<file path="src/rtl/lcd_fifo_rd_sched.sv">
// lcd_fifo_rd_sched: read-side scheduler for the LCD pixel FIFO.
// Generates line/frame timing, pops one 32-bit word (two RGB565 pixels) per
// even active position, gates frame start on FIFO fill level and contains
// underruns by painting UNDERRUN_RGB until the end of the frame.
// Optional feature macro: LCD_FIFO_SCHED_UNDERRUN_CNT_EN adds the 16-bit
// saturating underrun_cnt output.
module lcd_fifo_rd_sched #(
  parameter int unsigned H_ACTIVE     = 480,
  parameter int unsigned H_FP         = 8,
  parameter int unsigned H_SYNC       = 4,
  parameter int unsigned H_BP         = 43,
  parameter int unsigned V_ACTIVE     = 272,
  parameter int unsigned V_FP         = 4,
  parameter int unsigned V_SYNC       = 4,
  parameter int unsigned V_BP         = 12,
  parameter logic [15:0] UNDERRUN_RGB = 16'hF800
) (
  input  logic        clk,
  input  logic        rst_n,
  input  logic        en,
  input  logic [31:0] fifo_rd_data,
  input  logic        fifo_rd_empty,
  input  logic        fifo_almost_empty,
  output logic        fifo_rd_en,
  output logic        frame_start,
  output logic        resync,
  output logic        underrun,
  output logic        lcd_de,
  output logic        lcd_hs,
  output logic        lcd_vs,
  output logic [15:0] lcd_rgb
`ifdef LCD_FIFO_SCHED_UNDERRUN_CNT_EN
  ,
  output logic [15:0] underrun_cnt
`endif
);

  localparam int unsigned H_TOTAL = H_ACTIVE + H_FP + H_SYNC + H_BP;
  localparam int unsigned V_TOTAL = V_ACTIVE + V_FP + V_SYNC + V_BP;
  localparam int unsigned HW      = $clog2(H_TOTAL);
  localparam int unsigned VW      = $clog2(V_TOTAL);

  // Region bounds expressed as inclusive last positions so a zero-width
  // back porch cannot overflow the counter width.
  localparam logic [HW-1:0] H_ACT_LAST   = HW'(H_ACTIVE - 1);
  localparam logic [HW-1:0] H_SYNC_FIRST = HW'(H_ACTIVE + H_FP);
  localparam logic [HW-1:0] H_SYNC_LAST  = HW'(H_ACTIVE + H_FP + H_SYNC - 1);
  localparam logic [HW-1:0] H_LAST       = HW'(H_TOTAL - 1);
  localparam logic [VW-1:0] V_ACT_LAST   = VW'(V_ACTIVE - 1);
  localparam logic [VW-1:0] V_SYNC_FIRST = VW'(V_ACTIVE + V_FP);
  localparam logic [VW-1:0] V_SYNC_LAST  = VW'(V_ACTIVE + V_FP + V_SYNC - 1);
  localparam logic [VW-1:0] V_LAST       = VW'(V_TOTAL - 1);

  typedef enum logic [1:0] {
    IDLE,
    WAIT_FILL,
    RUN,
    UNDERRUN
  } state_t;

  state_t        state;
  logic [HW-1:0] h_cnt;
  logic [VW-1:0] v_cnt;

  logic running;
  logic in_active;
  logic in_hs;
  logic in_vs;
  logic h_even;
  logic h_wrap;
  logic frame_first;
  logic frame_last;
  logic pop_slot;
  logic ur_hit;

  // Stage-1 pixel pipeline flags
  logic s1_de;
  logic s1_hs;
  logic s1_vs;
  logic s1_even;
  logic s1_ur;
  logic s1_pop;

  logic [15:0] pix_hold;

  // Counter decodes, pop strobe and underrun detection in the counter cycle
  always_comb begin
    running     = (state != IDLE);
    in_active   = (h_cnt <= H_ACT_LAST) && (v_cnt <= V_ACT_LAST);
    in_hs       = (h_cnt >= H_SYNC_FIRST) && (h_cnt <= H_SYNC_LAST);
    in_vs       = (v_cnt >= V_SYNC_FIRST) && (v_cnt <= V_SYNC_LAST);
    h_even      = ~h_cnt[0];
    h_wrap      = (h_cnt == H_LAST);
    frame_first = (h_cnt == '0) && (v_cnt == '0);
    frame_last  = h_wrap && (v_cnt == V_LAST);
    pop_slot    = (state == RUN) && in_active && h_even;
    ur_hit      = pop_slot && fifo_rd_empty;
    fifo_rd_en  = pop_slot && !fifo_rd_empty;
  end

  // Scheduler FSM, timing counters, event pulses and stage-1 pipeline
  always_ff @(posedge clk or negedge rst_n) begin
    if (!rst_n) begin
      state       <= IDLE;
      h_cnt       <= '0;
      v_cnt       <= '0;
      frame_start <= 1'b0;
      resync      <= 1'b0;
      underrun    <= 1'b0;
      s1_de       <= 1'b0;
      s1_hs       <= 1'b1;
      s1_vs       <= 1'b1;
      s1_even     <= 1'b0;
      s1_ur       <= 1'b0;
      s1_pop      <= 1'b0;
    end else if (!en) begin
      state       <= IDLE;
      h_cnt       <= '0;
      v_cnt       <= '0;
      frame_start <= 1'b0;
      resync      <= 1'b0;
      underrun    <= 1'b0;
      s1_de       <= 1'b0;
      s1_hs       <= 1'b1;
      s1_vs       <= 1'b1;
      s1_even     <= 1'b0;
      s1_ur       <= 1'b0;
      s1_pop      <= 1'b0;
    end else begin
      frame_start <= running && frame_first;
      resync      <= ur_hit;
      if (ur_hit) begin
        underrun <= 1'b1;
      end

      s1_de   <= running && in_active;
      s1_hs   <= !(running && in_hs);
      s1_vs   <= !(running && in_vs);
      s1_even <= h_even;
      s1_ur   <= ur_hit || (state == UNDERRUN);
      s1_pop  <= fifo_rd_en;

      if (!running) begin
        h_cnt <= '0;
        v_cnt <= '0;
      end else if (h_wrap) begin
        h_cnt <= '0;
        v_cnt <= (v_cnt == V_LAST) ? '0 : v_cnt + 1'b1;
      end else begin
        h_cnt <= h_cnt + 1'b1;
      end

      case (state)
        IDLE:      state <= WAIT_FILL;
        WAIT_FILL: if (frame_last && !fifo_almost_empty) state <= RUN;
        RUN:       if (ur_hit) state <= UNDERRUN;
        UNDERRUN:  if (frame_last) state <= WAIT_FILL;
        default:   state <= IDLE;
      endcase
    end
  end

  // Stage-2 pin registers; even pixel taken from the popped word, odd from hold
  always_ff @(posedge clk or negedge rst_n) begin
    if (!rst_n) begin
      lcd_de   <= 1'b0;
      lcd_hs   <= 1'b1;
      lcd_vs   <= 1'b1;
      lcd_rgb  <= '0;
      pix_hold <= '0;
    end else if (!en) begin
      lcd_de   <= 1'b0;
      lcd_hs   <= 1'b1;
      lcd_vs   <= 1'b1;
      lcd_rgb  <= '0;
      pix_hold <= '0;
    end else begin
      lcd_de <= s1_de;
      lcd_hs <= s1_hs;
      lcd_vs <= s1_vs;
      if (!s1_de) begin
        lcd_rgb <= '0;
      end else if (s1_ur) begin
        lcd_rgb <= UNDERRUN_RGB;
      end else if (s1_even) begin
        // No pop (WAIT_FILL) yields black on both pixels of the pair
        lcd_rgb  <= s1_pop ? fifo_rd_data[15:0]  : '0;
        pix_hold <= s1_pop ? fifo_rd_data[31:16] : '0;
      end else begin
        lcd_rgb <= pix_hold;
      end
    end
  end

`ifdef LCD_FIFO_SCHED_UNDERRUN_CNT_EN
  // Saturating count of RUN -> UNDERRUN entries
  always_ff @(posedge clk or negedge rst_n) begin
    if (!rst_n) begin
      underrun_cnt <= '0;
    end else if (!en) begin
      underrun_cnt <= '0;
    end else if (ur_hit && (underrun_cnt != '1)) begin
      underrun_cnt <= underrun_cnt + 1'b1;
    end
  end
`endif

endmodule

</file>
<file path="config.mk">
export PLATFORM = sky130hd
export DESIGN_NAME = lcd_fifo_rd_sched
export DESIGN_NICKNAME = d
export VERILOG_FILES = /design/src/rtl/lcd_fifo_rd_sched.sv
export SDC_FILE = /design/constraint.sdc
export NUM_CORES = 1
export LEC_CHECK = 0
export BUFFER_PORTS_ARGS = -buffer_cell sky130_fd_sc_hd__buf_4
export CAP_MARGIN = 10
export CELL_PAD_IN_SITES_DETAIL_PLACEMENT = 0
export CELL_PAD_IN_SITES_GLOBAL_PLACEMENT = 1
export CORE_ASPECT_RATIO = 1.1
export CORE_UTILIZATION = 38
export DETAILED_ROUTE_END_ITERATION = 16
export MAX_ROUTING_LAYER = met4
export PLACE_DENSITY_LB_ADDON = 0.15
export RECOVER_POWER = 50
export SETUP_SLACK_MARGIN = 0.3
export SLEW_MARGIN = 25
export SYNTH_ARGS = -nofsm -noshare
export SYNTH_HDL_FRONTEND = slang
export SYNTH_SLANG_ARGS = --single-unit
</file>
<file path="constraint.sdc">
create_clock -name clk -period 2.05 [get_ports clk]
set_input_delay 0.205 -clock clk [delete_from_list [all_inputs] [get_ports clk]]
set_output_delay 0.205 -clock clk [all_outputs]
set_load 0.05 [all_outputs]
</file>
* After elaboration in Yosys (flattened, before gate mapping)
Index checks and enable logic that the tools add are counted.
Operators by class: $add $sub $neg 2, magnitude comparators 6, equal/unequal tests 13, multiplexer cells 35, bitwise operators 1, reduce and logical (&&, ||, !) cells 25
Operators with widths (number):
- $mux W16 | 10
- $mux W9 | 4
- $mux W10 | 3
- $le A10 B9 Y1 const B | 2
- $le A9 B9 Y1 const B | 2
- $logic_and A1 B1 Y1 | 14
- $mux W1 | 13
- $add A10 B1 Y10 const B | 1
- $eq A10 B10 Y1 const B | 1
- $ge A10 B9 Y1 const B | 1
- $logic_not A10 Y1 | 1
- $add A9 B1 Y9 const B | 1
- $eq A9 B9 Y1 const B | 1
- $ge A9 B9 Y1 const B | 1
- $logic_not A9 Y1 | 1
- $ne A3 B3 Y1 const B | 3
- $mux W2 | 4
- $pmux W2 S4 | 1
- $ne A2 B1 Y1 const B | 3
- $reduce_and A3 Y1 | 2
- $eq A2 B2 Y1 const B | 2
- $logic_not A1 Y1 | 4
- $ne A3 B2 Y1 const B | 1
- $eq A2 B1 Y1 const B | 1
- other kinds (5) | 5
Storage, ports and cells: register bits 65, input port bits 37, output and inout bits 23, logic and storage cells 99

* Longest topological paths before layout
depth after elaboration 8, mapped depth 7, depth with buffers taken out 7

* Worst setup path after synthesis
No wires, ideal clock.
path kind reg2reg, from reg v_cnt[4], to reg s1_pop, library setup time 0.075 ns, arrival time 3.045 ns, required time 1.975 ns, slack -1.070 ns, stages on the path, launching flop included 6, buffers on the path 1, clock period less this slack 3.120 ns, path through dfrtp_1 -> clkbuf_1 -> nor4_1 -> o221ai_1 -> nor4b_1 -> and2_1
On the way: longest elaborated chain between the ends 6
RTL lines:
- start: declaration | line 63 | logic [VW-1:0] v_cnt;
- start signal: assignment | line 148 | v_cnt <= (v_cnt == V_LAST) ? '0 : v_cnt + 1'b1;
- $le A9 B9 Y1 | line 89 | in_active = (h_cnt <= H_ACT_LAST) && (v_cnt <= V_ACT_LAST);
- $logic_and A1 B1 Y1 | line 89
- $logic_and A1 B1 Y1 (2 in a row) | line 96 | pop_slot = (state == RUN) && in_active && h_even;
- $logic_and A1 B1 Y1 | line 98 | fifo_rd_en = pop_slot && !fifo_rd_empty;
- named net fifo_rd_en | line 24 | output logic fifo_rd_en,
- $mux W1 | line 116 | end else if (!en) begin
- end signal: assignment | line 141 | s1_pop <= fifo_rd_en;
- end: declaration | line 82 | logic s1_pop;
The timed path passes the listed nets, and every way through them passes these cells. A chain may end at the register's enable or synchronous reset.

* Worst setup path after layout
from reg h_cnt[3], to reg v_cnt[7]
On the way: longest elaborated chain between the ends 2
RTL lines:
- start: declaration | line 62 | logic [HW-1:0] h_cnt;
- start signal: assignment | line 150 | h_cnt <= h_cnt + 1'b1;
- $eq A10 B10 Y1 | line 93 | h_wrap = (h_cnt == H_LAST);
- $ne A3 B2 Y1 (no line)
No other way between the ends.

==> impl_metrics.tcl <==
set metrics [dict create \
    leakagePower_nw 1.926 \
    fin_nets 404 \
    crit_family "simple AND/OR/NAND/NOR gates" \
    area_growth_pct 47.14 \
    mostFrequentLayoutCells "buf_4, dfrtp_1, a22o_1" \
    crit_path_max_incr_delay_ps 540 \
    crit_slowest_cell "or4_4" \
    p_int_mw 2.499 \
    p_sw_mw 1.021 \
    finalInstanceArea_um2 4222 \
    routed_via_density 5.312 \
    cap_violations 0 \
    hpwl_um 4666 \
    path_cells "or4_4 > or3_4 > or3_4 > or3_1 > o21ai_2" \
    seq_area_frac_synth_pct 56.87 \
    layout_commonest_cell "buf_4" \
    power.total_mw 3.520 \
    grt_pass1_wl_um 11550 \
    drc_errors 6 \
    powerDensity_nw_per_um2 833.7 \
    start_kind "flip-flop" \
    timing.hold.ws_ps 76.33 \
    required_ps 2320 \
    cpMostUsedCell "or3_4" \
    wl_per_cell_um 16.11 \
    clk_pin_slew_ps 70 \
    ioPinCount 60 \
    min_period_ps 2120 \
    synth_edf_count 0 \
    gp_congestion 0.8715 \
    hold_path.class "input port to flip-flop" \
    ys_types 43 \
    setup_viol 4 \
    worst-path-buf-inv 0 \
    first_pass_iters 12 \
    die_y_um 93.13 \
    post-synth-top-area-cell "dfrtp_1" \
    reg2regPathDepth 5 \
    worst_ep_arrival_time_ps 2390 \
    synthFlopType "dfrtp_1" \
    grt_antenna_before_repair 0 \
    syn_inst 261 \
    cts_tree "done" \
    switching_share_pct 29.00 \
    skew_ps 8.676 \
    synth_area_leaders "dfrtp_1, a22o_1, ha_1" \
    ys_ff_latch 65 \
    cts_sinks 65 \
    num_vias 2369 \
    min_path_cells 2 \
    cts.path.max_buffers 2 \
    first_iter_violations 120 \
    cts-root-buf "clkbuf_8" \
    relSlewSlack_pct 45.40 \
    report.final.slew_viol_count 0 \
    criticalPathCategory "flip-flop to flip-flop" \
    tightest_slew_ps 819.0 \
    htreeDepth 3 \
    drt-total-wl_um 7184 \
    p_seq_share_pct 40.0 \
    rows 32 \
    outcome "finished with violations" \
    power_frac_clock_pct 36.6 \
    grt_max_degree 66 \
    syn_area_um2 2869 \
    synth_nets 308 \
    violations "design-rule violations, negative setup slack" \
    avgSynthCellArea_um2 10.99 \
    peakVddDrop_mv 0.5710 \
    grt_overflow 0 \
    rsz0062_at_grt "true" \
    finalHoldViolCount 0 \
    grt_use_total_pct 19.69 \
    portBuffers 59 \
    dieWidth_um 84.85 \
    grt_pass1_vias 2306 \
    crit_cells 5 \
    drive_above_1_share_pct 42.94 \
    combinationalPowerShare_pct 23.5 \
    dpl-instance-area_um2 3618 \
    cts_buffers 9 \
    start_util_pct 40.03 \
    fmax_mhz 471.7 \
    core_area_um2 7167 \
    ys.warnings.count 0 \
    synthArstFlopShare_pct 100.0 \
    end_kind "flip-flop" \
    crit_fanout 3 \
    post-route-worst-setup-slack_ps -69.85 \
    dieArea_um2 7902 \
    synth.top_cell.area_share_pct 53.21 \
    layout_worst_path_cycle_share_pct 103.4 \
    antenna_left 0 \
    clk_latency_ps 340 \
    antenna_cells 0 \
]
## worst register-to-register path, cell delays in order, from the launching register on
cell and delay, ps:
dfrtp_1 380, or4_4 540, or3_4 360, or3_4 390
or3_1 330, o21ai_2 60
## synth_stat cells, drive strengths merged, types with 2 or more instances
master and instances:
a21oi 15, a22o 27, a31oi 2, a41oi 2, and2 2, and3 4, buf 2, clkbuf 10
dfrtp 61, dfstp 4, ha 10, inv 13, nand2 14, nand2b 4, nand3 14, nand4 2
nor2 22, nor3 8, nor3b 2, nor4 3, nor4b 4, o21ai 10, or3 5, xnor2 5
xor2 3
## registers in the layout, indices dropped and copies added, names as in the netlist
register and cells:
v_cnt 9, frame_start 1, s1_ur 1, lcd_hs 1, lcd_rgb 16, resync 1
pix_hold 16, s1_even 1, s1_vs 1, h_cnt 10, underrun 1, state 2
lcd_de 1, lcd_vs 1, s1_de 1, s1_pop 1, s1_hs 1
## per-layer routing
metal	track usage [%]	share of wire, %	up-vias
li1	-	-	1135
met1	24.37	43	1159
met2	31.37	51	67
met3	4.148	4.9	8
met4	8.616	1.3	0
met5	-	0	-
## power groups by stage
stage | clock (mW) | combinational, mW | sequential, mW
after floorplan | 0 | 0.320 | 1.49
after global placement | 0 | 0.638 | 1.43
after detailed placement | 0 | 0.648 | 1.43
after CTS | 1.30 | 0.798 | 1.41
after global routing | 1.37 | 0.904 | 1.42
final | 1.29 | 0.826 | 1.41
## through the flow
step / setup slack, ps / utilization (%) / TNS [ps] / instances
CTS: -50.24 / 57.26 / -100.3 / 441
global route: -141.3 / 58.90 / -486.4 / 446
global placement: -2.785 / 50.49 / -2.785 / 418
finish: -69.85 / 58.90 / -121.4 / 446
detailed placement: -22.61 / 50.49 / -44.93 / 418
floorplan: -60.76 / - / -60.76 / 261
## cell type report
cell class,instances,area (um^2)
clock buffers,9,123.9
fillers,618,2945
well taps,85,106.4
inverters,13,48.80
clock inverters,6,107.6
flip-flops and latches,65,1634
repair buffers,97,789.5
multi-input cells,171,1411
## what timing repair did
action | 4_1_cts | 5_1_grt
gates resized for setup | 39 | 17
hold buffers | 1 | 0
setup endpoints to repair | 22 | 23
buffers inserted | 6 | 5
endpoints found under the hold margin | 61 | 0
pin swaps | 5 | 8
cloned | 1 | 0
## worst paths after layout
| check | slack, ps | to | startpoint |
|---|---|---|---|
| worst min register to register | 480 | lcd_hs$_DFF_PN1_ | s1_hs$_DFF_PN1_ |
| worst max register to register | -70 | v_cnt[7]$_DFFE_PN0P_ | h_cnt[3]$_DFF_PN0_ |
| max in group asynchronous | 970 | v_cnt[6]$_DFFE_PN0P_ | rst_n |
| min in group asynchronous | 490 | lcd_rgb[5]$_DFF_PN0_ | rst_n |
| worst max-delay path | -70 | v_cnt[7]$_DFFE_PN0P_ | h_cnt[3]$_DFF_PN0_ |
| worst min-delay path | 80 | lcd_vs$_DFF_PN1_ | en |
## kinds of logic after synthesis
family | synth area share [%]
xor+xnor | 2.442
flops | 56.87
compound gates | 16.01
simple gates | 16.92
fa+ha+maj | 4.361
buf+inv | 3.402
No activity file was read; power rests on OpenSTA's default activity.
